**config.mk**
```make
export PLATFORM = sky130hd
export DESIGN_NAME = crypto_stream_v2
export DESIGN_NICKNAME = d
export VERILOG_FILES = /design/src/rtl/crypto_stream_v2.sv
export SDC_FILE = /design/constraint.sdc
export NUM_CORES = 2
export LEC_CHECK = 0
export CORE_AREA = 2 2 478 480
export DETAILED_ROUTE_END_ITERATION = 10
export DIE_AREA = 0 0 480 482
export PLACE_DENSITY = 0.65
export REMOVE_ABC_BUFFERS = 1
export SLEW_MARGIN = 20
export SYNTH_ARGS = -nofsm -noshare
export SYNTH_HDL_FRONTEND = slang
export SYNTH_SLANG_ARGS = --single-unit
export TNS_END_PERCENT = 1
```
**constraint.sdc**
```tcl
create_clock -name axi_aclk -period 21.4 [get_ports axi_aclk]
set_input_delay 3.21 -clock axi_aclk [delete_from_list [all_inputs] [get_ports axi_aclk]]
set_output_delay 3.21 -clock axi_aclk [all_outputs]
set_load 0.005 [all_outputs]
```
**src/rtl/crypto_stream_v2.sv**
```systemverilog
// crypto_stream_v2: AXI-Stream packet XOR cipher with per-packet key latch,
// header byte skip, optional per-beat key rotation and byte counters.
module crypto_stream_v2 #(
  parameter int C_M_AXIS_DATA_WIDTH  = 256,
  parameter int C_S_AXIS_DATA_WIDTH  = 256,
  parameter int C_M_AXIS_TUSER_WIDTH = 128,
  parameter int C_S_AXIS_TUSER_WIDTH = 128,
  parameter int C_S_AXI_DATA_WIDTH   = 32,
  parameter int NUM_KEYS             = 4,
  parameter int KEY_SEL_LSB          = 16,
  parameter int HDR_SKIP_BYTES       = 14,
  parameter int FIFO_DEPTH_BITS      = 2,
  parameter int NUM_RW_REGS          = NUM_KEYS + 1
) (
  input  logic                                      axi_aclk,
  input  logic                                      axi_aresetn,
  input  logic [C_S_AXIS_DATA_WIDTH-1:0]            s_axis_tdata,
  input  logic [C_S_AXIS_DATA_WIDTH/8-1:0]          s_axis_tstrb,
  input  logic [C_S_AXIS_TUSER_WIDTH-1:0]           s_axis_tuser,
  input  logic                                      s_axis_tvalid,
  input  logic                                      s_axis_tlast,
  output logic                                      s_axis_tready,
  output logic [C_M_AXIS_DATA_WIDTH-1:0]            m_axis_tdata,
  output logic [C_M_AXIS_DATA_WIDTH/8-1:0]          m_axis_tstrb,
  output logic [C_M_AXIS_TUSER_WIDTH-1:0]           m_axis_tuser,
  output logic                                      m_axis_tvalid,
  output logic                                      m_axis_tlast,
  input  logic                                      m_axis_tready,
  input  logic [NUM_RW_REGS*C_S_AXI_DATA_WIDTH-1:0] rw_regs,
  output logic [NUM_RW_REGS*C_S_AXI_DATA_WIDTH-1:0] rw_defaults,
  output logic [31:0]                               pkt_count,
  output logic [31:0]                               bytes_enc
);
  localparam int W     = C_M_AXIS_DATA_WIDTH;
  localparam int NB    = W / 8;
  localparam int TU    = C_M_AXIS_TUSER_WIDTH;
  localparam int RW    = C_S_AXI_DATA_WIDTH;
  localparam int KW    = $clog2(NUM_KEYS);
  localparam int DEPTH = 2 ** FIFO_DEPTH_BITS;
  localparam int FW    = W + NB + TU + 1;
  localparam int NW    = $clog2(NB + 1);
  localparam logic [FIFO_DEPTH_BITS:0] C_NF = (FIFO_DEPTH_BITS + 1)'(DEPTH - 1);

  typedef enum logic {S_SOP, S_BODY} state_t;

  state_t                     r_state, w_state_nxt;
  logic [FW-1:0]              r_mem [DEPTH];
  logic [FIFO_DEPTH_BITS-1:0] r_wp, r_rp;
  logic [FIFO_DEPTH_BITS:0]   r_cnt;
  logic                       r_up;
  logic                       r_en, r_rot;
  logic [31:0]                r_key;
  logic [7:0]                 r_b;
  logic [W-1:0]               r_tdata;
  logic [NB-1:0]              r_tstrb;
  logic [TU-1:0]              r_tuser;
  logic                       r_tvalid, r_tlast;
  logic [NW-1:0]              r_nenc;
  logic [31:0]                r_pkt, r_bytes;

  logic                       w_wr, w_rd, w_sop, w_en, w_rot, w_last;
  logic [FW-1:0]              w_head;
  logic [W-1:0]               w_data, w_xdata;
  logic [NB-1:0]              w_strb;
  logic [TU-1:0]              w_user;
  logic [KW-1:0]              w_ksel;
  logic [31:0]                w_keys [NUM_KEYS];
  logic [31:0]                w_key, w_rk;
  logic [63:0]                w_rr;
  logic [7:0]                 w_b;
  logic [15:0]                w_base;
  logic [NW-1:0]              w_nenc;
  logic                       w_unused;

  for (genvar k = 0; k < NUM_KEYS; k++) begin : g_key
    assign w_keys[k] = rw_regs[RW*(k+1) +: 32];
  end
  for (genvar k = 0; k < NUM_RW_REGS; k++) begin : g_def
    assign rw_defaults[RW*k +: RW] = (k == 0) ? RW'(1) : RW'(32'h01234567 + k - 1);
  end
  assign w_unused = ^rw_regs[RW-1:2];

  // tready is held low until the first edge after reset release
  assign s_axis_tready = r_up && (r_cnt < C_NF);
  assign w_wr   = s_axis_tvalid && s_axis_tready;
  assign w_rd   = (r_cnt != '0) && (!r_tvalid || m_axis_tready);
  assign w_head = r_mem[r_rp];
  assign w_data = w_head[FW-1 -: W];
  assign w_strb = w_head[TU+1 +: NB];
  assign w_user = w_head[1 +: TU];
  assign w_last = w_head[0];

  always_ff @(posedge axi_aclk) begin
    if (w_wr) r_mem[r_wp] <= {s_axis_tdata, s_axis_tstrb, s_axis_tuser, s_axis_tlast};
  end

  always_ff @(posedge axi_aclk or negedge axi_aresetn) begin
    if (!axi_aresetn) begin
      r_wp  <= '0;
      r_rp  <= '0;
      r_cnt <= '0;
      r_up  <= 1'b0;
    end else begin
      r_up  <= 1'b1;
      r_wp  <= w_wr ? r_wp + 1'b1 : r_wp;
      r_rp  <= w_rd ? r_rp + 1'b1 : r_rp;
      r_cnt <= r_cnt + {{FIFO_DEPTH_BITS{1'b0}}, w_wr} - {{FIFO_DEPTH_BITS{1'b0}}, w_rd};
    end
  end

  always_ff @(posedge axi_aclk or negedge axi_aresetn) begin
    if (!axi_aresetn) r_state <= S_SOP;
    else              r_state <= w_state_nxt;
  end

  always_comb begin
    w_state_nxt = r_state;
    if (w_rd) w_state_nxt = w_last ? S_SOP : S_BODY;
  end

  // on SOP the live registers are used and captured; later beats reuse the capture
  assign w_sop  = r_state == S_SOP;
  assign w_ksel = w_user[KEY_SEL_LSB +: KW];
  assign w_en   = w_sop ? rw_regs[0] : r_en;
  assign w_rot  = w_sop ? rw_regs[1] : r_rot;
  assign w_key  = w_sop ? w_keys[w_ksel] : r_key;
  assign w_b    = w_sop ? 8'd0 : r_b;
  assign w_rr   = {w_key, w_key} << w_b[4:0];
  assign w_rk   = w_rot ? w_rr[63:32] : w_key;
  assign w_base = 16'(w_b) * 16'(NB);

  // lane l carries packet byte NB-1-l of the beat
  always_comb begin
    w_xdata = w_data;
    w_nenc  = '0;
    for (int l = 0; l < NB; l++) begin
      if (w_en && w_strb[l] && (w_base + 16'(NB - 1 - l)) >= 16'(HDR_SKIP_BYTES)) begin
        w_xdata[8*l +: 8] = w_data[8*l +: 8] ^ w_rk[8*(l%4) +: 8];
        w_nenc = w_nenc + 1'b1;
      end
    end
  end

  always_ff @(posedge axi_aclk or negedge axi_aresetn) begin
    if (!axi_aresetn) begin
      r_en  <= 1'b0;
      r_rot <= 1'b0;
      r_key <= '0;
      r_b   <= '0;
    end else if (w_rd) begin
      r_en  <= w_en;
      r_rot <= w_rot;
      r_key <= w_key;
      r_b   <= w_last ? 8'd0 : (&w_b ? w_b : w_b + 8'd1);
    end
  end

  always_ff @(posedge axi_aclk or negedge axi_aresetn) begin
    if (!axi_aresetn) begin
      r_tvalid <= 1'b0;
      r_tdata  <= '0;
      r_tstrb  <= '0;
      r_tuser  <= '0;
      r_tlast  <= 1'b0;
      r_nenc   <= '0;
      r_pkt    <= '0;
      r_bytes  <= '0;
    end else begin
      if (w_rd) begin
        r_tvalid <= 1'b1;
        r_tdata  <= w_xdata;
        r_tstrb  <= w_strb;
        r_tuser  <= w_user;
        r_tlast  <= w_last;
        r_nenc   <= w_nenc;
      end else if (m_axis_tready) begin
        r_tvalid <= 1'b0;
      end
      if (r_tvalid && m_axis_tready) begin
        r_pkt   <= r_pkt + {31'd0, r_tlast};
        r_bytes <= r_bytes + 32'(r_nenc);
      end
    end
  end

  assign m_axis_tvalid = r_tvalid;
  assign m_axis_tdata  = r_tdata;
  assign m_axis_tstrb  = r_tstrb;
  assign m_axis_tuser  = r_tuser;
  assign m_axis_tlast  = r_tlast;
  assign pkt_count     = r_pkt;
  assign bytes_enc     = r_bytes;
endmodule

```
==> flow_summary.ini <==
[route]
wl_per_cell_um = 26.97
drt_first_pass_iters = 6
vias = 54600
drc = 0
drt_iter0_markers = 4569
ant_nets = 0
via_per_inst = 5.276
drt-total-wl_um = 279100

[layout]
drive_above_1_share = 0.1435
fin_nets = 7729
fin_util = 0.5074
areaGrowthSynthToFinish_pct = 22.65

[global_route]
grt_usage = 0.2373
grt_pass1_vias = 55040
met2_usage = 0.4001
grt-ovfl-total = 0
antenna_found_initial = 129
grt.met1_usage = 0.2824
grt_pass1_wl_um = 394300
grt_start_max_net_pins = 161
grt_busiest_layer = met2
gr-usage-met3 = 0.07327

[floorplan]
die_w_um = 480
start_util = 0.4137
io_pins = 1224
die_h_um = 482
coreArea_um2 = 226400
dieArea_um2 = 231400
row_count = 175

[worst_setup_path]
worstSetupPathType = in2reg
crit_slowest_cell = clkdlybuf4s50_1
r2r-start = r_rp[1]$_DFFE_PN0P_
worstSetupEndpointType = flop
cp-startpoint = rw_regs[0]
cp_common_cell = ha_1
worstPathArrival_ns = 20.94
slowest_delay_ns = 0.45
reg2reg_slack_ns = 2.72
startpoint_type = input pin
path_max_fanout = 4
cp.required_ns = 22.09

[power_and_ir_drop]
vdd_drop_max_mv = 0.2057
power.total_mw = 19.81
p_per_area_nw_per_um2 = 172.4
p_leak_nw = 41.18

[min_path]
hold_path.class = reg2reg
min-delay-start = bytes_enc[31]$_DFFE_PN0P_

[logic_synthesis]
synth.top_cells.by_count = 1668 x edfxtp_1, 964 x nand2_1, 539 x dfrtp_1
ys_ff_latch = 2207
async_flop_share = 0.2442
syn_avg_cell_area_um2 = 15.58
yosys.area.top_type = edfxtp_1
synthTopCellsByArea = edfxtp_1 53%, dfrtp_1 14%, mux4_2 12%
yosysMostFrequentCell = edfxtp_1
synthCells = 6012
synth-edff-count = 1668
yosysUniqueCellTypes = 101
synth_top_flop_cell = edfxtp_1
yosys_warnings = 0
ys_seq_area_frac = 0.6788
synth_top_area_frac = 0.5348
synth_area_um2 = 93670

[placement]
place_ws_ns = -0.1806
port_buffers = 1033
dp.final_hpwl_um = 190800
finalWeightedCongestion = 0.8590

[sta]
max_freq_mhz = 49.39
drv_slew = 0
fin_setup_tns_ns = 0
slew_headroom = 0.2582
clock_skew_ns = 0.07568
setup_viol = 0
hold_violations = 0
finalCritPeriodShare = 0.9462
hold_ws_ns = 0.4717
worstMarginPinSlew_ns = 1.113
fin_ws_ns = 1.152
fin_crit_ns = 20.25

[run]
drv_cap = 0

[clocking]
holdBufCountCts = 0
clock_sinks = 2207
cts_tree = done
ctsRootBufferMaster = clkbuf_16
clk_latency_ns = 0.88
clockBufferDepth = 3
htree_levels = 4
clk_transition_reported_paths_ns = 0.06
cts_buffers = 225

[outcome]
status = completed
==> cell type report <==
class / instances / area, um2
Fill cell: 18820 / 111500
Sequential cell: 2207 / 63580
Multi-Input combinational cell: 3450 / 28360
Timing Repair Buffer: 1144 / 11280
Clock buffer: 324 / 6449
Tap cell: 3009 / 3765
Clock inverter: 104 / 1075
Inverter: 68 / 262.8
Antenna cell: 43 / 107.6
==> worst paths after layout <==
check | to | depth (start not counted)
worst max-delay path | r_nenc[5]$_DFFE_PN0P_ | 95
worst min-delay path | bytes_enc[31]$_DFFE_PN0P_ | 1
worst max register to register | r_nenc[5]$_DFFE_PN0P_ | 94
worst min register to register | bytes_enc[31]$_DFFE_PN0P_ | 1
max in group asynchronous | m_axis_tstrb[14]$_DFFE_PN0P_ | 4
min in group asynchronous | m_axis_tdata[15]$_DFFE_PN0P_ | 1
==> per-layer routing <==
layer | routed length, um | vias up
met5 | 592 | -
met2 | 139700 | 2040
met3 | 23710 | 488
met1 | 104200 | 27800
met4 | 10810 | 94
li1 | - | 24180
==> logic make-up after synthesis <==
logic type | Yosys count | share of synthesized area
buffers and inverters | 514 | 0.02757
xor gates and xnor gates | 511 | 0.05298
muxes | 636 | 0.1326
other | 2 | 0.00008018
adders and majority gates | 53 | 0.007213
AOI/OAI and AO/OA | 533 | 0.03237
DFF | 2207 | 0.6788
and+or+nand+nor | 1556 | 0.06846
==> stage by stage <==
stage,cell area [um2],cells
global route,114900,10340
floorplan,91940,5725
global placement,107100,9873
CTS,114700,10300
detailed placement,107100,9873
finish,114900,10350
==> sequential cells by signal, indices dropped and copies added (netlist names) <==
| name | count |
|---|---|
| r_wp | 2 |
| r_up | 1 |
| m_axis_tdata | 256 |
| r_key | 32 |
| pkt_count | 32 |
| r_rp | 2 |
| r_mem | 1668 |
| m_axis_tvalid | 1 |
| r_state | 1 |
| r_rot | 1 |
| r_nenc | 6 |
| bytes_enc | 32 |
| m_axis_tstrb | 32 |
| r_en | 1 |
| m_axis_tuser | 128 |
| r_cnt | 3 |
| r_b | 8 |
| m_axis_tlast | 1 |
==> power breakdown <==
group	switching [mW]	internal, mW
Combinational	5.70	4.45
Clock	1.68	2.26
Sequential	0.397	5.33
Total	7.77	12.0
==> cells in the final DEF (no fill, tap or decap), drive strengths merged, types with 11 or more instances in the layout <==
cell type         n
mux2i           143
buf             112
nor2            375
edfxtp         1668
a31oi            14
nand3            47
conb            161
clkbuf          324
ha               50
nor3             22
clkinv           85
xor2             76
a21oi            85
bufinv           13
and3             30
nand2           964
nand4            20
clkdlybuf4s50  1032
xnor3            17
mux4            482
o21ai           344
diode            43
and2             29
dfrtp           539
xnor2           418
nand2b           12
inv              71
mux2             11
==> timing repair <==
action                     CTS  global route
setup endpoints to repair    0             5
buffers inserted             0             5
gates resized for setup      0            18
==> worst max-delay path, delay by kind of cell <==
kind,cells,cell delay [ns]
multiplexers,6,1.50
AND/OR/NAND/NOR,24,3.15
buffers and inverters,5,0.75
XOR/XNOR,16,2.99
adder cells (fa/ha/maj),16,5.01
AO/OA/AOI/OAI,28,4.31
Power figures use the tool's default switching activity.
